$ cat src/rtl/clock_reset_sequencer_pkg.sv
// Shared types and sizing helpers for the clock/reset bring-up sequencer.
package clock_reset_pkg;

  typedef enum logic [2:0] {
    PLL_RST,
    WAIT_LOCK,
    STABLE,
    RELEASE,
    RUN
  } state_t;

  localparam int SYNC_STAGES = 2;
  localparam int CNT_SAT_W   = 8;

  function automatic int max_cycles(input int a, input int b, input int c, input int d);
    int m;
    m = a;
    if (b > m) m = b;
    if (c > m) m = c;
    if (d > m) m = d;
    return m;
  endfunction

endpackage

$ cat src/rtl/clock_reset_sequencer_lock_synchroniser.sv
// Multi-flop synchroniser bringing the raw PLL lock into the system clock domain.
module lock_synchroniser
  import clock_reset_pkg::*;
#(
  parameter int STAGES = SYNC_STAGES
) (
  input  logic clk,
  input  logic rst,
  input  logic lock_raw,
  output logic lock_sync
);

  logic [STAGES-1:0] sync_p;

  always_ff @(posedge clk) begin
    if (rst) sync_p <= '0;
    else     sync_p <= {sync_p[STAGES-2:0], lock_raw};
  end

  assign lock_sync = sync_p[STAGES-1];

endmodule

$ cat src/rtl/clock_reset_sequencer.sv
// PLL reset / lock qualification and staggered release of downstream reset channels.
module clock_reset_sequencer
  import clock_reset_pkg::*;
#(
  parameter int NUM_CH              = 4,
  parameter int PLL_RST_CYCLES      = 48,
  parameter int LOCK_TIMEOUT_CYCLES = 480000,
  parameter int LOCK_STABLE_CYCLES  = 4800,
  parameter int CH_SPACING_CYCLES   = 16
) (
  input  logic                 clk_i,
  input  logic                 rst_i,
  input  logic                 pll_locked_i,
  input  logic                 restart_i,
  output logic                 pll_rst_o,
  output logic [NUM_CH-1:0]    ch_rst_o,
  output logic                 ready_o,
  output logic [CNT_SAT_W-1:0] lock_loss_cnt_o,
  output logic [CNT_SAT_W-1:0] timeout_cnt_o
);

  localparam int TIMER_W = $clog2(max_cycles(PLL_RST_CYCLES, LOCK_TIMEOUT_CYCLES,
                                             LOCK_STABLE_CYCLES, CH_SPACING_CYCLES)) + 1;
  localparam int IDX_W   = $clog2(NUM_CH + 1);

  localparam logic [TIMER_W-1:0] RST_LAST = TIMER_W'(PLL_RST_CYCLES - 1);
  localparam logic [TIMER_W-1:0] TMO_LAST = TIMER_W'(LOCK_TIMEOUT_CYCLES - 1);
  localparam logic [TIMER_W-1:0] STB_LAST = TIMER_W'(LOCK_STABLE_CYCLES - 1);
  localparam logic [TIMER_W-1:0] SPC_LAST = TIMER_W'(CH_SPACING_CYCLES - 1);

  state_t               state, state_n;
  logic [TIMER_W-1:0]   timer, timer_n;
  logic [IDX_W-1:0]     ch_idx, ch_idx_n;
  logic [NUM_CH-1:0]    ch_rst_n;
  logic [CNT_SAT_W-1:0] loss_cnt_n, tmo_cnt_n;
  logic                 lock_s;

  function automatic logic [CNT_SAT_W-1:0] sat_inc(input logic [CNT_SAT_W-1:0] v);
    return (&v) ? v : v + CNT_SAT_W'(1);
  endfunction

  lock_synchroniser #(
    .STAGES(SYNC_STAGES)
  ) u_lock_sync (
    .clk      (clk_i),
    .rst      (rst_i),
    .lock_raw (pll_locked_i),
    .lock_sync(lock_s)
  );

  // Restart outranks lock loss and timeout; nothing interrupts the PLL reset hold.
  always_comb begin
    state_n    = state;
    timer_n    = timer + TIMER_W'(1);
    ch_idx_n   = ch_idx;
    ch_rst_n   = ch_rst_o;
    loss_cnt_n = lock_loss_cnt_o;
    tmo_cnt_n  = timeout_cnt_o;

    if (restart_i && state != PLL_RST) begin
      state_n  = PLL_RST;
      timer_n  = '0;
      ch_rst_n = '1;
    end else begin
      case (state)
        PLL_RST: begin
          if (timer == RST_LAST) begin
            state_n = WAIT_LOCK;
            timer_n = '0;
          end
        end
        WAIT_LOCK: begin
          if (lock_s) begin
            state_n = STABLE;
            timer_n = '0;
          end else if (timer == TMO_LAST) begin
            state_n   = PLL_RST;
            timer_n   = '0;
            tmo_cnt_n = sat_inc(timeout_cnt_o);
          end
        end
        STABLE: begin
          if (!lock_s) begin
            state_n = WAIT_LOCK;
            timer_n = '0;
          end else if (timer == STB_LAST) begin
            state_n     = RELEASE;
            timer_n     = '0;
            ch_idx_n    = IDX_W'(1);
            ch_rst_n    = '1;
            ch_rst_n[0] = 1'b0;
          end
        end
        RELEASE: begin
          if (!lock_s) begin
            state_n    = PLL_RST;
            timer_n    = '0;
            ch_rst_n   = '1;
            loss_cnt_n = sat_inc(lock_loss_cnt_o);
          end else if (timer == SPC_LAST) begin
            timer_n = '0;
            if (ch_idx == IDX_W'(NUM_CH)) begin
              state_n = RUN;
            end else begin
              for (int i = 0; i < NUM_CH; i++) begin
                if (ch_idx == IDX_W'(i)) ch_rst_n[i] = 1'b0;
              end
              ch_idx_n = ch_idx + IDX_W'(1);
            end
          end
        end
        RUN: begin
          timer_n = timer;
          if (!lock_s) begin
            state_n    = PLL_RST;
            timer_n    = '0;
            ch_rst_n   = '1;
            loss_cnt_n = sat_inc(lock_loss_cnt_o);
          end
        end
        default: begin
          state_n  = PLL_RST;
          timer_n  = '0;
          ch_rst_n = '1;
        end
      endcase
    end
  end

  always_ff @(posedge clk_i) begin
    if (rst_i) begin
      state           <= PLL_RST;
      timer           <= '0;
      ch_idx          <= '0;
      pll_rst_o       <= 1'b1;
      ch_rst_o        <= '1;
      ready_o         <= 1'b0;
      lock_loss_cnt_o <= '0;
      timeout_cnt_o   <= '0;
    end else begin
      state           <= state_n;
      timer           <= timer_n;
      ch_idx          <= ch_idx_n;
      pll_rst_o       <= (state_n == PLL_RST);
      ch_rst_o        <= ch_rst_n;
      ready_o         <= (state_n == RUN);
      lock_loss_cnt_o <= loss_cnt_n;
      timeout_cnt_o   <= tmo_cnt_n;
    end
  end

endmodule
$ cat config.mk
export PLATFORM = sky130hd
export DESIGN_NAME = clock_reset_sequencer
export DESIGN_NICKNAME = d
export VERILOG_FILES = /design/src/rtl/clock_reset_sequencer_pkg.sv /design/src/rtl/clock_reset_sequencer_lock_synchroniser.sv /design/src/rtl/clock_reset_sequencer.sv
export SDC_FILE = /design/constraint.sdc
export NUM_CORES = 1
export LEC_CHECK = 0
export BUFFER_PORTS_ARGS = -buffer_cell sky130_fd_sc_hd__buf_4
export CORE_MARGIN = 1
export CORE_UTILIZATION = 46
export CTS_CLUSTER_SIZE = 25
export DETAILED_ROUTE_END_ITERATION = 16
export GPL_ROUTABILITY_DRIVEN = 0
export PLACE_DENSITY_LB_ADDON = 0.05
export SKIP_CTS_REPAIR_TIMING = 1
export SYNTH_ARGS = -nofsm -noshare
export SYNTH_HDL_FRONTEND = slang
export SYNTH_SLANG_ARGS = --single-unit
$ cat constraint.sdc
create_clock -name clk_i -period 5 [get_ports clk_i]
set_input_delay 1 -clock clk_i [delete_from_list [all_inputs] [get_ports clk_i]]
set_output_delay 1 -clock clk_i [all_outputs]
set_load 0.005 [all_outputs]
== Word-level counts from Yosys, hierarchy flattened ==
Index checks and enable logic that the tools add are counted.

* Logic and storage cells: 101
* Flip-flop bits (word level): 50
* Input port bits: 4
* Output and inout bits: 22

* Add/subtract/negate cells: 4
* Bitwise gates (word level): 5
* Mux-type cells: 37
* Reduce and logical (&&, ||, !) cells: 18
* Equal/unequal tests: 25

{| class="wikitable"
|+ Operators by type and width
! cell !! count
|-
| $mux 20 || 8
|-
| $pmux 20 s5 || 1
|-
| $mux 3 || 15
|-
| $reduce_and 7->1 || 5
|-
| $mux 4 || 6
|-
| $add 20x1->20 const B || 1
|-
| $eq 20x13->1 const B || 1
|-
| $eq 20x19->1 const B || 1
|-
| $eq 20x4->1 const B || 1
|-
| $eq 20x6->1 const B || 1
|-
| $ne 3x3->1 const B || 6
|-
| $add 8x1->8 const B || 2
|-
| $pmux 4 s4 || 1
|-
| $reduce_and 8->1 || 2
|-
| $pmux 3 s5 || 1
|-
| $eq 3x2->1 const B || 4
|-
| $eq 3x3->1 const B || 3
|-
| $logic_not 3->1 || 3
|-
| $ne 2x2->1 const B || 4
|-
| $eq 3x1->1 const B || 2
|-
| $pmux 3 s2 || 1
|-
| $reduce_or 2->1 || 3
|-
| $not 1->1 || 5
|-
| $reduce_and 5->1 || 1
|-
| 7 further kinds || 11
|}

== Logic depth before layout (Yosys ltp) ==
Gate-level depths: netlist (run 1).

* Word-level depth: 7
* Gate-level depth with buffers: 9
* Depth with buffers taken out: 8

== Cells and area by module ==
A second synthesis (run 1) with hierarchy kept.

* Cell total of the unflattened synthesis: 321
* Area, all modules: 2583.7 um^2

{| class="wikitable"
|+ Modules (own cells, without submodules)
! module !! area an instance (um^2) !! sequential area each (um^2) !! instances !! cells each
|-
| clock_reset_sequencer || 2531.2 || 960.9 || 1 || 317
|-
| lock_synchroniser || 52.6 || 40.0 || 1 || 4
|}

== Least setup slack after synthesis (run 1) ==
OpenSTA, ideal clock, no wires.

* Path type: reg2reg
* Start: register timer[0]
* End: register timer[7]
* Period minus slack after synthesis: 2216 ps
* Cell stages (with the launch flop): 10
* Setup slack: 2784 ps
* Setup time: 122 ps
* Buffers on the path: 2
* Required time: 4878 ps
* Arrival time: 2094 ps
* Cells stage by stage: dfxtp_1 ha_1 and3_1 nand3_1 o31a_1 buf_6 o31ai_4 buf_6 nor3_2 a311o_1

* Word-level cells in the longest chain between the ends: 4
* Elaborated cells between the ends (all ways): 13
* Those cells by class: add/sub: 1; eq/ne: 4; mux: 8

{| class="wikitable"
|+ Ends and longest elaborated chain
! item !! RTL line !! RTL
|-
| from (decl) || clock_reset_sequencer.sv:32 || <nowiki>logic [TIMER_W-1:0] timer, timer_n;</nowiki>
|-
| from (signal assigned) || clock_reset_sequencer.sv:142 || <nowiki>timer <= timer_n;</nowiki>
|-
| $add 20x1->20 (tied with other cells) || clock_reset_sequencer.sv:54 || <nowiki>timer_n = timer + TIMER_W'(1);</nowiki>
|-
| $mux 20, on equally long branches || clock_reset_sequencer.sv:100, clock_reset_sequencer.sv:76, clock_reset_sequencer.sv:86 ||
|-
| $mux 20, on equally long branches || clock_reset_sequencer.sv:95, clock_reset_sequencer.sv:73, clock_reset_sequencer.sv:83 ||
|-
| $pmux 20 s5 (*) || clock_reset_sequencer.sv:65 || <nowiki>case (state)</nowiki>
|}

Mark *: on every way between the ends. The rest lies on a longest branch, timed or not.
A chain may end at the register's enable or synchronous reset.

== Worst setup path after layout (run 1) ==
Same ends and word-level chain as after synthesis.

==> results of run 1 <==
cells in the final DEF, fill, tap and decap left out, drive strengths merged, types with 8 or more instances in the layout:
cell type / count
a21oi: 15
and3: 11
buf: 26
dfxtp: 50
ha: 8
inv: 9
nand2: 41
nand3: 24
nand4: 14
nor2: 30
nor3: 14
o211ai: 8
o21ai: 15
xor2: 15
registers in the layout, summed over array words and instances, names as in the netlist:
| register | cells |
|---|---|
| pll_rst_o | 1 |
| ch_idx | 3 |
| ready_o | 1 |
| lock_loss_cnt_o | 8 |
| ch_rst_o | 4 |
| timeout_cnt_o | 8 |
| u_lock_sync.sync_p | 2 |
| state | 3 |
| timer | 20 |
per-stage QoR:
step	total power, uW	hold slack, ns	cells	util (%)
4_1_cts	728.0	0.4444	431	54.56
3_3_place_gp	432.5	0.4189	424	52.58
6_report	716.2	0.4438	431	54.56
5_1_grt	746.9	0.4826	431	54.56
3_5_place_dp	432.8	0.4218	424	52.58
2_1_floorplan	426.2	0.4138	343	-
worst paths after layout:
kind / start / end / slack [ns]
setup / recovery: timer[0]$_SDFFE_PP0N_ / timer[7]$_SDFFE_PP0N_ / 2.39
hold / removal: u_lock_sync.sync_p[0]$_SDFF_PP0_ / u_lock_sync.sync_p[1]$_SDFF_PP0_ / 0.44
setup reg to reg: timer[0]$_SDFFE_PP0N_ / timer[7]$_SDFFE_PP0N_ / 2.39
hold reg to reg: u_lock_sync.sync_p[0]$_SDFF_PP0_ / u_lock_sync.sync_p[1]$_SDFF_PP0_ / 0.44
final cells by class:
| class | count | area [um^2] |
|---|---|---|
| well taps | 72 | 90.09 |
| clock inverters | 1 | 30.03 |
| multi-input cells | 267 | 1664 |
| inverters | 9 | 33.78 |
| fillers | 543 | 2579 |
| clock buffers | 6 | 82.58 |
| repair buffers | 26 | 195.2 |
| flip-flops and latches | 50 | 1001 |
report_power, final:
| part | switching (uW) | leakage [uW] | internal (uW) |
|---|---|---|---|
| combinational | 12.7 | 0.000682 | 6.67 |
| clock | 132 | 0.0000573 | 160 |
| sequential | 3.61 | 0.000404 | 401 |
| total | 149 | 0.00114 | 567 |
logic make-up (layout without fill, tap and decap cells):
family,count (synthesis),after routing,share of synthesized area [%]
AOI/OAI and AO/OA,65,65,15.52
xor gates and xnor gates,21,21,6.595
adders and majority gates,8,8,3.589
buffers and inverters,26,42,4.441
DFF,50,50,35.89
muxes,7,7,2.557
and+or+nand+nor,166,166,31.40
metal layers:
metal | track usage (%) | vias to the layer above
met1 | 30.97 | 1153
li1 | - | 1255
met3 | 4.800 | 11
met4 | 6.429 | 0
met5 | 0 | -
met2 | 33.68 | 70
==> impl_metrics.toml, run 1 <==
[status]
status = "completed"

[place]
dpl.hpwl_um = 4506
io_buffers = 25
postPlaceCellArea_um2 = 2984
detailedPlace.worstSlack_ns = 2.435

[sta]
finalWorstSetupSlack_ns = 2.394
worstMarginPinSlew_ns = 0.9109
fmax_mhz = 383.7
drv_slew = 0
fin_worst_skew_ns = 0.008994
period_minus_slack_ns = 2.606
period_share_pct = 52.13
hold_viol_final = 0
tns_ns = 0
setup_viol = 0
relSlewSlack_pct = 39.05
rsz0062_at_grt = "no"

[clock_network]
cts_max_path_buffers = 2
clk_pin_slew_ns = 0.09
cts_sinks = 50
cts_root_buffer = "clkbuf_8"
cts-htree-levels = 2
insertion_delay_ns = 0.31
cts_buffers = 5
cts_tree = "built"

[yosys]
syn-num-nets = 355
synth_common_cells = "dfxtp_1 (50), nand2_1 (41), nor2_1 (30)"
syn_area_per_cell_um2 = 8.131
synth_top_area_share_pct = 35.89
synth_most_common_cell = "dfxtp_1"
ys_warn_count = 0
ys_types = 53
synth_edf_count = 0
synthFlopType = "dfxtp_1"
synth_top_area_cell = "dfxtp_1"
netlist_top_cells_area = "dfxtp_1 (36%), nand2_1 (5.5%), xor2_1 (4.7%)"
ys_seq_elements = 50
syn_area_um2 = 2789
ys_seq_area_share_pct = 35.89
async_reset_ff_share_pct = 0
netlist_instances = 343

[finish]
nets = 371
area_delta_synth_final_pct = 11.04
n_antenna_cell = 0
final_area_um2 = 3097
drive_above_1_share_pct = 11.98

[detailed_routing]
ant_nets = 0
wl_met3_um = 341
via_per_inst = 5.775
met1Wirelength_um = 3180
num_vias = 2489
wire_per_inst_um = 14.94
route.met2.wl_um = 2833
top_layer_used = "met4"
drc = 0
dr.pass1.iters = 4
dr.first_iter.drc_count = 287
routed_wl_um = 6441

[worst_setup_path]
required_ns = 5.21
cp_top_family = "compound AO/OA/AOI/OAI gates"
reg2reg_depth = 7
max_stage_delay_ns = 0.54
critPathLaunchType = "flip-flop"
cp_max_fo = 11
crit_type = "flip-flop to flip-flop"
cp.depth = 7
cp_num_buf_inv = 0
setup.worst_path.end_class = "flip-flop"
arrival_ns = 2.81
critical_path.cell_chain = "ha_1, and3_1, nand3_1, o31a_1, o31ai_4, nor3_2, a311o_1"
cp_slowest_cell = "o31ai_4"

[die]
coreArea_um2 = 5675
fp.dieW_um = 79.87
start_util_pct = 49.14
io_pins = 26
dieArea_um2 = 6378
die-height_um = 79.87
rows = 27

[global_route]
grt_usage_pct = 22.09
grt_pass1_wl_um = 11080
grt_pass1_vias = 2295
grt_max_degree = 25
grt_antenna_before_repair = 0
overflow = 0

[power]
p_leak_uw = 0.001143
ir_worst_vdd_uv = 154.8
cellPowerDensity_nw_per_um2 = 231.3

[hold_path]
hold_depth = 1
worstHoldPathType = "flip-flop to flip-flop"

[job]
max_cap_viol_count = 0
No activity file was read; power rests on OpenSTA's default activity.
==> run 2: changes to the inputs <==
- ABC_AREA: default -> 1
- clock period: 5 -> 2.25 ns (I/O delays scaled with it)
==> impl_metrics.toml, run 2 <==
[status]
status = "completed"

[detailed_routing]
routed_wl_um = 7945
dr.pass1.iters = 5
ant_nets = 0
dr.first_iter.drc_count = 258
wire_per_inst_um = 12.75
drc = 0
via_per_inst = 5.244
num_vias = 3267

[finish]
largest_reg_flops = 20
area_delta_synth_final_pct = 11.15
final_cell_mix = "nand2_1 (129), nor2_1 (67), inv_1 (57)"
regMostFlops = "timer"
drive_above_1_share_pct = 14.23
final_area_um2 = 3667
nets = 540
final_common_cell = "nand2_1"
reg_top3 = "timer x20, lock_loss_cnt_o x8, timeout_cnt_o x8"
n_antenna_cell = 0

[power]
cellPowerDensity_nw_per_um2 = 400.4
p_leak_uw = 0.001606
ir_worst_vdd_uv = 303.4

[sta]
tns_ns = 0
worstMarginPinSlew_ns = 0.4491
fmax_mhz = 526.8
rsz0062_at_grt = "no"
period_minus_slack_ns = 1.898
drv_slew = 0
relSlewSlack_pct = 70.03
hold_viol_final = 0
finalWorstSetupSlack_ns = 0.3516
period_share_pct = 84.37
fin_worst_skew_ns = 0.009357
setup_viol = 0

[yosys]
syn_area_um2 = 3299
netlist_instances = 503
ys_types = 39
syn_area_per_cell_um2 = 6.559
synth_mux_area_share_pct = 0
synth_simple_gate_area_share_pct = 37.73
ys_seq_area_share_pct = 30.34
synthAdderAreaFrac_pct = 3.034
ys_warn_count = 0
synth_common_cells = "nand2_1 (129), nor2_1 (67), inv_1 (57)"
synth_top_area_cell = "dfxtp_1"
synth_top_area_share_pct = 30.34
syn-num-nets = 515
synth_compound_area_share_pct = 14.83
async_reset_ff_share_pct = 0
synth_most_common_cell = "nand2_1"
synth-xor-area-share_pct = 4.513
ys_seq_elements = 50
netlist_top_cells_area = "dfxtp_1 (30%), nand2_1 (15%), nor2_1 (7.6%)"
synthFlopType = "dfxtp_1"
synth_top_family_by_area = "simple AND/OR/NAND/NOR gates"
synth_edf_count = 0

[worst_setup_path]
critical_path.cell_chain = "ha_1, nand3_2, nor2_2, nand3_1, nand2_4, nand2_4, o21ai_0, a21oi_1"
reg2reg_setup_slack_ns = 0.35
path_common_cell = "nand2_4"
max_stage_delay_ns = 0.40
cp_num_buf_inv = 0
reg2reg_depth = 8
cp_top_family = "simple AND/OR/NAND/NOR gates"
arrival_ns = 2.08
required_ns = 2.43
cp_slowest_cell = "dfxtp_1"
r2r-start = "timer[0]$_SDFFE_PP0N_"
cp_max_fo = 15
critPathLaunchType = "flip-flop"
setup.worst_path.end_class = "flip-flop"
crit_type = "flip-flop to flip-flop"
rr_endpoint = "timer[16]$_SDFFE_PP0N_"

[hold_path]
hold_depth = 3
min_to = "u_lock_sync.sync_p[0]$_SDFF_PP0_"
hold_start = "pll_locked_i"
worstHoldPathType = "input port to flip-flop"

[clock_network]
insertion_delay_ns = 0.30
cts_sinks = 50
cts_max_path_buffers = 2
clk_pin_slew_ns = 0.09
cts_tree = "built"
cts-htree-levels = 2
cts_buffers = 5
cts_root_buffer = "clkbuf_8"

[job]
max_cap_viol_count = 0

[global_route]
grt_antenna_before_repair = 0
grt_pass1_vias = 2841
overflow = 0
grt_usage_pct = 21.86
grt_pass1_wl_um = 13030
grt_max_degree = 16

[die]
rows = 30
start_util_pct = 48.03
dieArea_um2 = 7515
die-height_um = 86.69
io_pins = 26
coreArea_um2 = 6869
fp.dieW_um = 86.69

[place]
dpl.hpwl_um = 5997
postPlaceCellArea_um2 = 3585
detailedPlace.worstSlack_ns = 0.3976
io_buffers = 25
run 2: worst max-delay path by stage:
stage	slack, ns	start	cells after the start	to
after global placement	0.47	timer[0]$_SDFFE_PP0N_	8	ch_idx[0]$_SDFFE_PP0P_
after floorplan	0.49	timer[0]$_SDFFE_PP0N_	10	timer[12]$_SDFFE_PP0N_
after CTS	0.37	timer[0]$_SDFFE_PP0N_	8	timer[16]$_SDFFE_PP0N_
final	0.35	timer[0]$_SDFFE_PP0N_	8	timer[16]$_SDFFE_PP0N_
after detailed placement	0.40	timer[0]$_SDFFE_PP0N_	8	timer[16]$_SDFFE_PP0N_
after global routing	0.15	timer[0]$_SDFFE_PP0N_	8	timer[18]$_SDFFE_PP0N_
run 2: tightest hold or removal path, stage by stage:
cell    delay, ns
buf_4        0.07
inv_1        0.03
nor2_1       0.06
run 2: area by class of cell:
class                      instances  area, um^2
clock buffer                       6       82.58
fill                             717        3202
inverter                          62       240.2
multi-input combinational        377        1983
sequential                        50        1001
tap                               96       120.1
timing repair buffer              32       240.2
run 2: kinds of logic (layout without fill, tap and decap cells):
family / Yosys count / count (layout)
and+or+nand+nor: 277 / 277
buffers and inverters: 76 / 100
AOI/OAI and AO/OA: 75 / 75
DFF: 50 / 50
xor gates and xnor gates: 17 / 17
adders and majority gates: 8 / 8
run 2: stage by stage:
step	cells	utilization [%]	hold WS, ns	total power, uW
floorplan	503	-	0.3883	950.7
CTS	623	53.39	0.3462	1496
detailed placement	617	52.19	0.4046	971.5
finish	623	53.39	0.3519	1468
global placement	617	52.19	0.4001	970.4
global route	623	53.39	0.3466	1524
run 2: routing by layer:
layer	part of all wire, %	vias to the layer above	GRT usage, %	routed length [um]
li1	-	1678	-	-
met5	0	-	0	0
met2	44	84	35.71	3522
met1	51	1501	30.87	4048
met4	0.37	0	3.788	29
met3	4.3	4	3.238	344
run 2: where the power goes:
part           total (uW)  internal [uW]  switching, uW
sequential            898            890           7.36
combinational        52.9           17.2           35.6
clock                 518            238            280
